### src/rtl/fp_addsub_pipe.sv
// Three-stage IEEE-754 adder/subtractor with valid/ready flow control and RNE rounding.
// Stage 1 aligns the operands, stage 2 adds and counts leading zeros, stage 3 normalizes and rounds.
module fp_addsub_pipe #(
   parameter  int EXP_W = 8,
   parameter  int MAN_W = 23,
   localparam int W     = 1 + EXP_W + MAN_W
) (
   input  logic         clk,
   input  logic         rst,
   input  logic         in_valid,
   output logic         in_ready,
   input  logic [W-1:0] A,
   input  logic [W-1:0] B,
   input  logic         sub,
   output logic         out_valid,
   input  logic         out_ready,
   output logic [W-1:0] out,
   output logic         ovf,
   output logic         unf,
   output logic         inx,
   output logic         nan
);

   localparam int FW   = MAN_W + 4;          // hidden + mantissa + G/R/S
   localparam int SW   = MAN_W + 5;          // FW plus carry
   localparam int LZ_W = $clog2(SW + 1);
   localparam logic [EXP_W-1:0] EMAX   = '1;
   localparam logic [EXP_W-1:0] SH_MAX = EXP_W'(FW);
   localparam logic [W-1:0]     QNAN   = {1'b0, EMAX, 1'b1, {(MAN_W-1){1'b0}}};

   typedef struct packed {
      logic             sign;
      logic [EXP_W-1:0] exp;
      logic [FW-1:0]    mx;
      logic [FW-1:0]    my;
      logic             esub;
      logic             spec;
      logic             spec_nan;
      logic [W-1:0]     spec_val;
   } s1_t;

   typedef struct packed {
      logic             sign;
      logic [EXP_W-1:0] exp;
      logic [SW-1:0]    sum;
      logic [LZ_W-1:0]  lzc;
      logic             spec;
      logic             spec_nan;
      logic [W-1:0]     spec_val;
   } s2_t;

   typedef struct packed {
      logic [W-1:0] val;
      logic         ovf;
      logic         unf;
      logic         inx;
      logic         nan;
   } res_t;

   logic [3:1] vld_pipe;
   s1_t        s1_q, s1_d;
   s2_t        s2_q, s2_d;
   res_t       res_q, res_d;
   logic       advance;

   assign advance   = ~vld_pipe[3] | out_ready;
   assign in_ready  = advance;
   assign out_valid = vld_pipe[3];
   assign out       = res_q.val;
   assign ovf       = res_q.ovf;
   assign unf       = res_q.unf;
   assign inx       = res_q.inx;
   assign nan       = res_q.nan;

   // ---------------- stage 1: unpack, classify, swap, align ----------------
   logic             sa, sb, sx, sy, swap;
   logic [EXP_W-1:0] ea, eb, ex_raw, ey_raw, ex, ey, de, sh;
   logic [MAN_W-1:0] fa, fb, fx, fy;
   logic             za, zb, ia, ib, na, nb;
   logic [2*FW-1:0]  ext;

   assign sa = A[W-1];
   assign sb = B[W-1] ^ sub;
   assign ea = A[W-2:MAN_W];
   assign eb = B[W-2:MAN_W];
   assign fa = A[MAN_W-1:0];
   assign fb = B[MAN_W-1:0];

   always_comb begin
      s1_d   = '0;
      za     = (ea == '0) && (fa == '0);
      zb     = (eb == '0) && (fb == '0);
      ia     = (ea == EMAX) && (fa == '0);
      ib     = (eb == EMAX) && (fb == '0);
      na     = (ea == EMAX) && (fa != '0);
      nb     = (eb == EMAX) && (fb != '0);
      swap   = {eb, fb} > {ea, fa};
      sx     = swap ? sb : sa;
      sy     = swap ? sa : sb;
      ex_raw = swap ? eb : ea;
      ey_raw = swap ? ea : eb;
      fx     = swap ? fb : fa;
      fy     = swap ? fa : fb;
      ex     = (ex_raw == '0) ? EXP_W'(1) : ex_raw;
      ey     = (ey_raw == '0) ? EXP_W'(1) : ey_raw;
      de     = ex - ey;
      // clamping at FW pushes all of Y past the round bit, leaving sticky only
      sh     = (de > SH_MAX) ? SH_MAX : de;
      ext    = {(ey_raw != '0), fy, 3'b000, {FW{1'b0}}} >> sh;
      s1_d.my   = {ext[2*FW-1:FW+1], ext[FW] | (|ext[FW-1:0])};
      s1_d.mx   = {(ex_raw != '0), fx, 3'b000};
      s1_d.sign = sx;
      s1_d.exp  = ex;
      s1_d.esub = sx ^ sy;
      if (na || nb || (ia && ib && (sa != sb))) begin
         s1_d.spec     = 1'b1;
         s1_d.spec_nan = 1'b1;
         s1_d.spec_val = QNAN;
      end else if (ia) begin
         s1_d.spec     = 1'b1;
         s1_d.spec_val = A;
      end else if (ib) begin
         s1_d.spec     = 1'b1;
         s1_d.spec_val = {sb, B[W-2:0]};
      end else if (za && zb) begin
         s1_d.spec     = 1'b1;
         s1_d.spec_val = {sa & sb, {(W-1){1'b0}}};
      end else if (za) begin
         s1_d.spec     = 1'b1;
         s1_d.spec_val = {sb, B[W-2:0]};
      end else if (zb) begin
         s1_d.spec     = 1'b1;
         s1_d.spec_val = A;
      end
   end

   // ---------------- stage 2: magnitude add/sub, leading-zero count ----------------
   logic [SW-1:0] sum;
   logic          found;

   always_comb begin
      sum   = s1_q.esub ? ({1'b0, s1_q.mx} - {1'b0, s1_q.my})
                        : ({1'b0, s1_q.mx} + {1'b0, s1_q.my});
      s2_d          = '0;
      s2_d.sign     = s1_q.sign;
      s2_d.exp      = s1_q.exp;
      s2_d.sum      = sum;
      s2_d.spec     = s1_q.spec;
      s2_d.spec_nan = s1_q.spec_nan;
      s2_d.spec_val = s1_q.spec_val;
      s2_d.lzc      = LZ_W'(SW);
      found         = 1'b0;
      for (int i = SW - 1; i >= 0; i--) begin
         if (!found && sum[i]) begin
            s2_d.lzc = LZ_W'(SW - 1 - i);
            found    = 1'b1;
         end
      end
   end

   // ---------------- stage 3: normalize, round, pack ----------------
   logic [EXP_W-1:0] lz_m1, e_m1, shamt;
   logic [FW-1:0]    m;
   logic [EXP_W:0]   en, efin;
   logic [MAN_W+1:0] rnd;
   logic [MAN_W-1:0] frac;
   logic             g, r, s, inc, inexact;

   always_comb begin
      lz_m1 = EXP_W'(s2_q.lzc) - EXP_W'(1);
      e_m1  = s2_q.exp - EXP_W'(1);
      // never shift below exponent 1: that is where gradual underflow starts
      shamt = (lz_m1 < e_m1) ? lz_m1 : e_m1;
      if (s2_q.sum[SW-1]) begin
         m  = {s2_q.sum[SW-1:2], s2_q.sum[1] | s2_q.sum[0]};
         en = {1'b0, s2_q.exp} + (EXP_W+1)'(1);
      end else begin
         m  = s2_q.sum[FW-1:0] << shamt;
         en = {1'b0, s2_q.exp - shamt};
      end
      if (!m[FW-1])
         en = '0;
      g       = m[2];
      r       = m[1];
      s       = m[0];
      inc     = g & (r | s | m[3]);
      inexact = g | r | s;
      rnd     = {1'b0, m[FW-1:3]} + (MAN_W+2)'(inc);
      // mantissa carry, or a denormal rounding up into the smallest normal
      efin    = en + (EXP_W+1)'(rnd[MAN_W+1] | ((en == '0) & rnd[MAN_W]));
      frac    = rnd[MAN_W+1] ? rnd[MAN_W:1] : rnd[MAN_W-1:0];

      res_d     = '0;
      res_d.val = {s2_q.sign, efin[EXP_W-1:0], frac};
      res_d.inx = inexact;
      res_d.unf = inexact && (efin == '0);
      if (efin >= {1'b0, EMAX}) begin
         res_d.val = {s2_q.sign, EMAX, {MAN_W{1'b0}}};
         res_d.ovf = 1'b1;
         res_d.inx = 1'b1;
         res_d.unf = 1'b0;
      end
      if (s2_q.sum == '0)
         res_d = '0;
      if (s2_q.spec) begin
         res_d     = '0;
         res_d.val = s2_q.spec_val;
         res_d.nan = s2_q.spec_nan;
      end
   end

   always_ff @(posedge clk or posedge rst) begin
      if (rst) begin
         vld_pipe <= '0;
         s1_q     <= '0;
         s2_q     <= '0;
         res_q    <= '0;
      end else if (advance) begin
         vld_pipe <= {vld_pipe[2:1], in_valid};
         if (in_valid)    s1_q  <= s1_d;
         if (vld_pipe[1]) s2_q  <= s2_d;
         if (vld_pipe[2]) res_q <= res_d;
      end
   end

endmodule

### config.mk
export PLATFORM = sky130hd
export DESIGN_NAME = fp_addsub_pipe
export DESIGN_NICKNAME = d
export VERILOG_FILES = /design/src/rtl/fp_addsub_pipe.sv
export SDC_FILE = /design/constraint.sdc
export NUM_CORES = 1
export LEC_CHECK = 0
export CAP_MARGIN = 15
export CORE_ASPECT_RATIO = 1.5
export CORE_MARGIN = 4
export CORE_UTILIZATION = 42
export CTS_BUF_LIST = sky130_fd_sc_hd__clkbuf_8 sky130_fd_sc_hd__clkbuf_16
export DETAILED_ROUTE_END_ITERATION = 6
export MAX_ROUTING_LAYER = met4
export PLACE_DENSITY = 0.67
export SYNTH_ARGS = -nofsm -noshare
export SYNTH_HDL_FRONTEND = slang
export SYNTH_SLANG_ARGS = --single-unit
### constraint.sdc
create_clock -name clk -period 14.8 [get_ports clk]
set_clock_uncertainty 0.2 [all_clocks]
set_input_delay 2.96 -clock clk [delete_from_list [all_inputs] [get_ports clk]]
set_output_delay 2.96 -clock clk [all_outputs]
set_load 0.005 [all_outputs]
Word-level counts from Yosys, hierarchy flattened:

Cells that the tools add are included.

* RAM bits: 0
* latch bits: 0
* bits in registers: 210
* memory bits (read-only): 0
* input bits: 69
* output and inout port bits: 38
* memories: 0
* word-level logic and storage cells: 222

* multipliers: 0
* $add $sub $neg: 9
* reduce and logical (&&, ||, !) cells: 83
* shifts and indexed selects: 2
* bitwise logic cells: 14
* $lt $le $gt $ge: 4
* equality and inequality tests: 3
* divide/modulo/power cells: 0
* mux-type cells: 86

Operators by type and width (number)
* $mux W32: 6
* $mux W5: 28
* $mux W36: 2
* $mux W23: 3
* $shr A54 B8 Y54: 1
* $mux W8: 6
* $logic_not A23 Y1: 2
* $reduce_bool A23 Y1: 2
* $logic_and A1 B1 Y1: 37
* $mux W1: 36
* $mux W34: 1
* $logic_not A8 Y1: 4
* $gt A31 B31 Y1: 1
* $add A27 B27 Y28: 1
* $logic_not A28 Y1: 1
* $mux W28: 1
* $sub A27 B27 Y28: 1
* $logic_not A1 Y1: 27
* $mux W27: 1
* $reduce_or A27 Y1: 1
* $shl A27 B8 Y27: 1
* $add A24 B1 Y25: 1
* $logic_not A9 Y1: 2
* $mux W9: 2
* other kinds (17): 33

Longest topological paths before layout:

* depth in word-level cells: 84
* gate-level depth with buffers: 39
* depth with buffers taken out: 34

Least setup slack after synthesis:

Ideal clock, no wire load.

* kind: input port to flip-flop
* start: in A[12]
* end: reg s1_q[35] in the netlist's numbering
* arrival time: 9.745 ns
* path buffers: 5
* required time: 14.474 ns
* setup time: 0.126 ns
* stages: 32
* slack: 4.729 ns
* path through: inv_1 -> ha_1 -> and3_1 -> and4_1 -> and3_1 -> mux2_2 -> a21oi_1 -> clkbuf_1 -> buf_1 -> clkbuf_1 -> a21oi_1 -> nand3_1 -> nor4_1 -> a211oi_1 -> ha_1 -> inv_1 -> fa_1 -> a21o_1 -> a21oi_1 -> mux2i_1 -> or3_1 -> clkbuf_1 -> nor2_1 -> clkbuf_1 -> o21ai_0 -> a21oi_1 -> a22oi_1 -> a2111oi_0 -> nand4_1 -> o21ai_1 -> o2111ai_1 -> o32a_1

* cells in the longest elaborated chain, start to end: 10
* elaborated cells between the ends (all ways): 15
* those cells by class: add/sub: 1; order compare: 2; shift: 1; mux: 6; bitwise: 1; reduce/logical: 4

Ends and longest elaborated chain
* start: declaration: line 12 `input logic [W-1:0] A,`
* $gt A31 B31 Y1: line 97 `swap = {eb, fb} > {ea, fa};`
* $mux W8 (on tied branches): line 100, 101
* $logic_not A8 Y1 (on tied branches): line 104, 105
* $mux W8 (on tied branches): line 104, 105
* $sub A8 B8 Y8: line 106 `de = ex - ey;`
* $gt A8 B5 Y1: line 108 `sh = (de > SH_MAX) ? SH_MAX : de;`
* $mux W8: line 108
* $shr A54 B8 Y54 *: line 109 `ext = {(ey_raw != '0), fy, 3'b000, {FW{1'b0}}} >> sh;`
* $reduce_or A27 Y1: line 110 `s1_d.my = {ext[2*FW-1:FW+1], ext[FW] | (|ext[FW-1:0])};`
* $or A1 B1 Y1 *: line 110
* end signal: assignment: line 215 `s1_q <= '0;`
* end signal: assignment: line 220 `if (in_valid) s1_q <= s1_d;`
* end: declaration: line 61 `s1_t s1_q, s1_d;`

Every way passes the cells marked *; elsewhere a longest branch is shown, timed or not.
A chain may end at the register's enable or synchronous reset.

Final worst setup path:

* start: in A[10]
* end: reg s1_q[35] in the netlist's numbering

Same word-level chain as after synthesis.

==> impl_metrics.py <==
metrics = {
    "run_status": {
        "status": "finished, violations left",
        "violations": "design-rule violations",
    },
    "grt": {
        "grt_start_max_net_pins": 137,
        "antenna_found_initial": 2,
        "gr-total-overflow": 0,
        "grtUsageTotal_pct": 34.8,
        "grt_pass1_wl_mm": 132,
        "first_global_vias": 21000,
    },
    "synth": {
        "synthDistinctLibCells": 107,
        "synth_area_um2": 19900,
        "synth_flop_cell": "dfrtp_1",
        "syn_inst": 2683,
        "yosysTopAreaCell": "dfrtp_1",
        "synth_edf_count": 0,
        "synth.top_cell.area_share_pct": 26.4,
        "synth_area_leaders": "dfrtp_1, nand2_1, ha_1, a21oi_1, o21ai_0",
        "postSynthAreaPerCell_um2": 7.41,
        "ys_ff_latch": 210,
        "yosysSeqAreaShare_pct": 26.4,
        "synth-async-reset-ratio_pct": 100,
        "yosys_warnings": 0,
        "synth_nets": 2863,
    },
    "sta": {
        "hold_viol_final": 0,
        "relSlewSlack_pct": 10.4,
        "tns_ps": 0,
        "tightest_slew_ps": 1330,
        "rsz0062_at_grt": "no",
        "period_share_pct": 76.3,
        "final.min_clock_period_ps": 11290,
        "clock.fmax_ghz": 0.0886,
        "setup_viol": 0,
        "maxSlewViolCount": 0,
    },
    "setup_path": {
        "r2r_start": "s2_q[67]",
        "cp_common_cell": "buf_4",
        "required_ps": 15080,
        "crit_path_start": "A[10]",
        "max_stage_delay_ps": 910,
        "critical_path_peak_fanout": 66,
        "cp_data_arrival_time_ps": 11560,
        "path_class": "input port to flip-flop",
        "ff2ff_setup_slack_ps": 3840,
        "reg2regPathDepth": 29,
        "worstSetupStartpointType": "input port",
        "critPathSlowestCell": "a221oi_1",
        "endpoint_kind": "flip-flop",
    },
    "clock_tree": {
        "cts-htree-levels": 1,
        "clock_path_buffers": 3,
        "cts-root-buf": "clkbuf_16",
        "post_cts_resized": 0,
        "cts_made_buffers": 22,
        "cts_tree": "yes",
        "clock_latency_ps": 540,
        "postCtsSetupRepairBufs": 0,
        "cts.hold.buffers_added": 0,
        "path_clk_slew_ps": 60,
        "cts.sinks": 210,
    },
    "finish": {
        "syn_to_final_growth_pct": 11.3,
        "drive_gt1_share_pct": 6.34,
        "finish.utilization_pct": 47.4,
        "layout.cells.most_common": "nand2_1",
        "final_cell_mix": "nand2_1, nor2_1, a21oi_1",
        "nets": 2865,
        "nFillCells": 4642,
    },
    "detailed_routing": {
        "via_per_inst": 6.55,
        "dr.pass1.iters": 7,
        "route.detailed.drc": 1,
        "vias": 21600,
        "wl_per_cell_um": 27.1,
        "drt-initial-drc-count": 2336,
        "ant_nets": 0,
        "routed_wl_mm": 89.2,
    },
    "floorplan": {
        "ios": 107,
        "core-area_um2": 46700,
        "die_w_um": 186,
        "start_util_pct": 42.6,
        "fp.dieArea_um2": 51000,
        "rows": 97,
        "die_y_um": 275,
    },
    "placed_design": {
        "routabilityCongestion": 1.14,
        "dp_hpwl_mm": 69.8,
        "portBuffers": 106,
    },
    "worst_hold_path": {
        "hold_path.class": "flip-flop to flip-flop",
        "whs_path_depth": 2,
        "worstHoldStart": "nan",
    },
    "flow_run": {
        "max_cap_violations": 0,
    },
}
[cell type report]
class                      instances  area (um2)  share of cell area [%]
inverter                         134         515                    2.33
sequential                       210        5260                    23.7
tap                              594         743                    3.36
antenna                            2        5.00                  0.0226
clock inverter                    13         143                   0.644
timing repair buffer             149        1380                    6.25
clock buffer                      24         578                    2.61
multi-input combinational       2168       13500                    61.0
[worst max-delay path: cells and delay by family]
| family | cells | cell delay, ps |
|---|---|---|
| simple gates | 7 | 1680 |
| mux | 1 | 150 |
| compound gates | 13 | 3730 |
| buf+inv | 6 | 2000 |
| fa+ha+maj | 3 | 960 |
[kinds of logic after synthesis]
family	count (synthesis)	synth area share, %
compound gates	874	28.9
xor+xnor	71	3.13
fa+ha+maj	111	7.10
buf+inv	305	6.11
flops	210	26.4
mux	79	4.11
simple gates	1033	24.2
[synthesized netlist by cell type, types with 33 or more instances]
| master | number |
|---|---|
| a21o_1 | 33 |
| mux2i_1 | 59 |
| inv_1 | 129 |
| a21oi_1 | 231 |
| o22ai_1 | 46 |
| nor3_1 | 65 |
| nand4_1 | 33 |
| ha_1 | 108 |
| nor4_1 | 55 |
| dfrtp_1 | 210 |
| nand2_1 | 414 |
| xnor2_1 | 42 |
| o21ai_0 | 198 |
| a211oi_1 | 36 |
| nand3_1 | 86 |
| clkbuf_1 | 130 |
| nor2_1 | 238 |
[routing by layer]
| metal | track usage [%] | share of wire, % |
|---|---|---|
| met1 | 36.7 | 36 |
| met2 | 60.5 | 50 |
| met3 | 3.20 | 5.1 |
| met4 | 24.1 | 8.9 |
| met5 | - | 0 |
[sequential cells by signal, summed over array words and instances, names as in the netlist]
register / count
s1_q: 95
s2_q: 76
out: 32
vld_pipe: 3
inx: 1
nan: 1
ovf: 1
unf: 1
[per-stage QoR]
stage          hold slack (ps)  setup slack, ps  cells  cell area [um2]
6_report                   271             3510   3294            22100
5_1_grt                    300             3130   3294            22100
4_1_cts                    275             3670   3292            22100
3_5_place_dp               258             3130   3255            21400
3_3_place_gp               253             3120   3255            21400
2_1_floorplan              238             4730   2683            19900
[path summary, 6_finish.rpt]
kind	end
max in group asynchronous	s1_q[72]
min in group asynchronous	vld_pipe[1]
worst min register to register	nan
worst max register to register	out[7]
worst max-delay path	s1_q[35]
worst min-delay path	nan
Power is not shown: default switching activity piles up to over one toggle a cycle in this logic, so the estimate is an artifact.
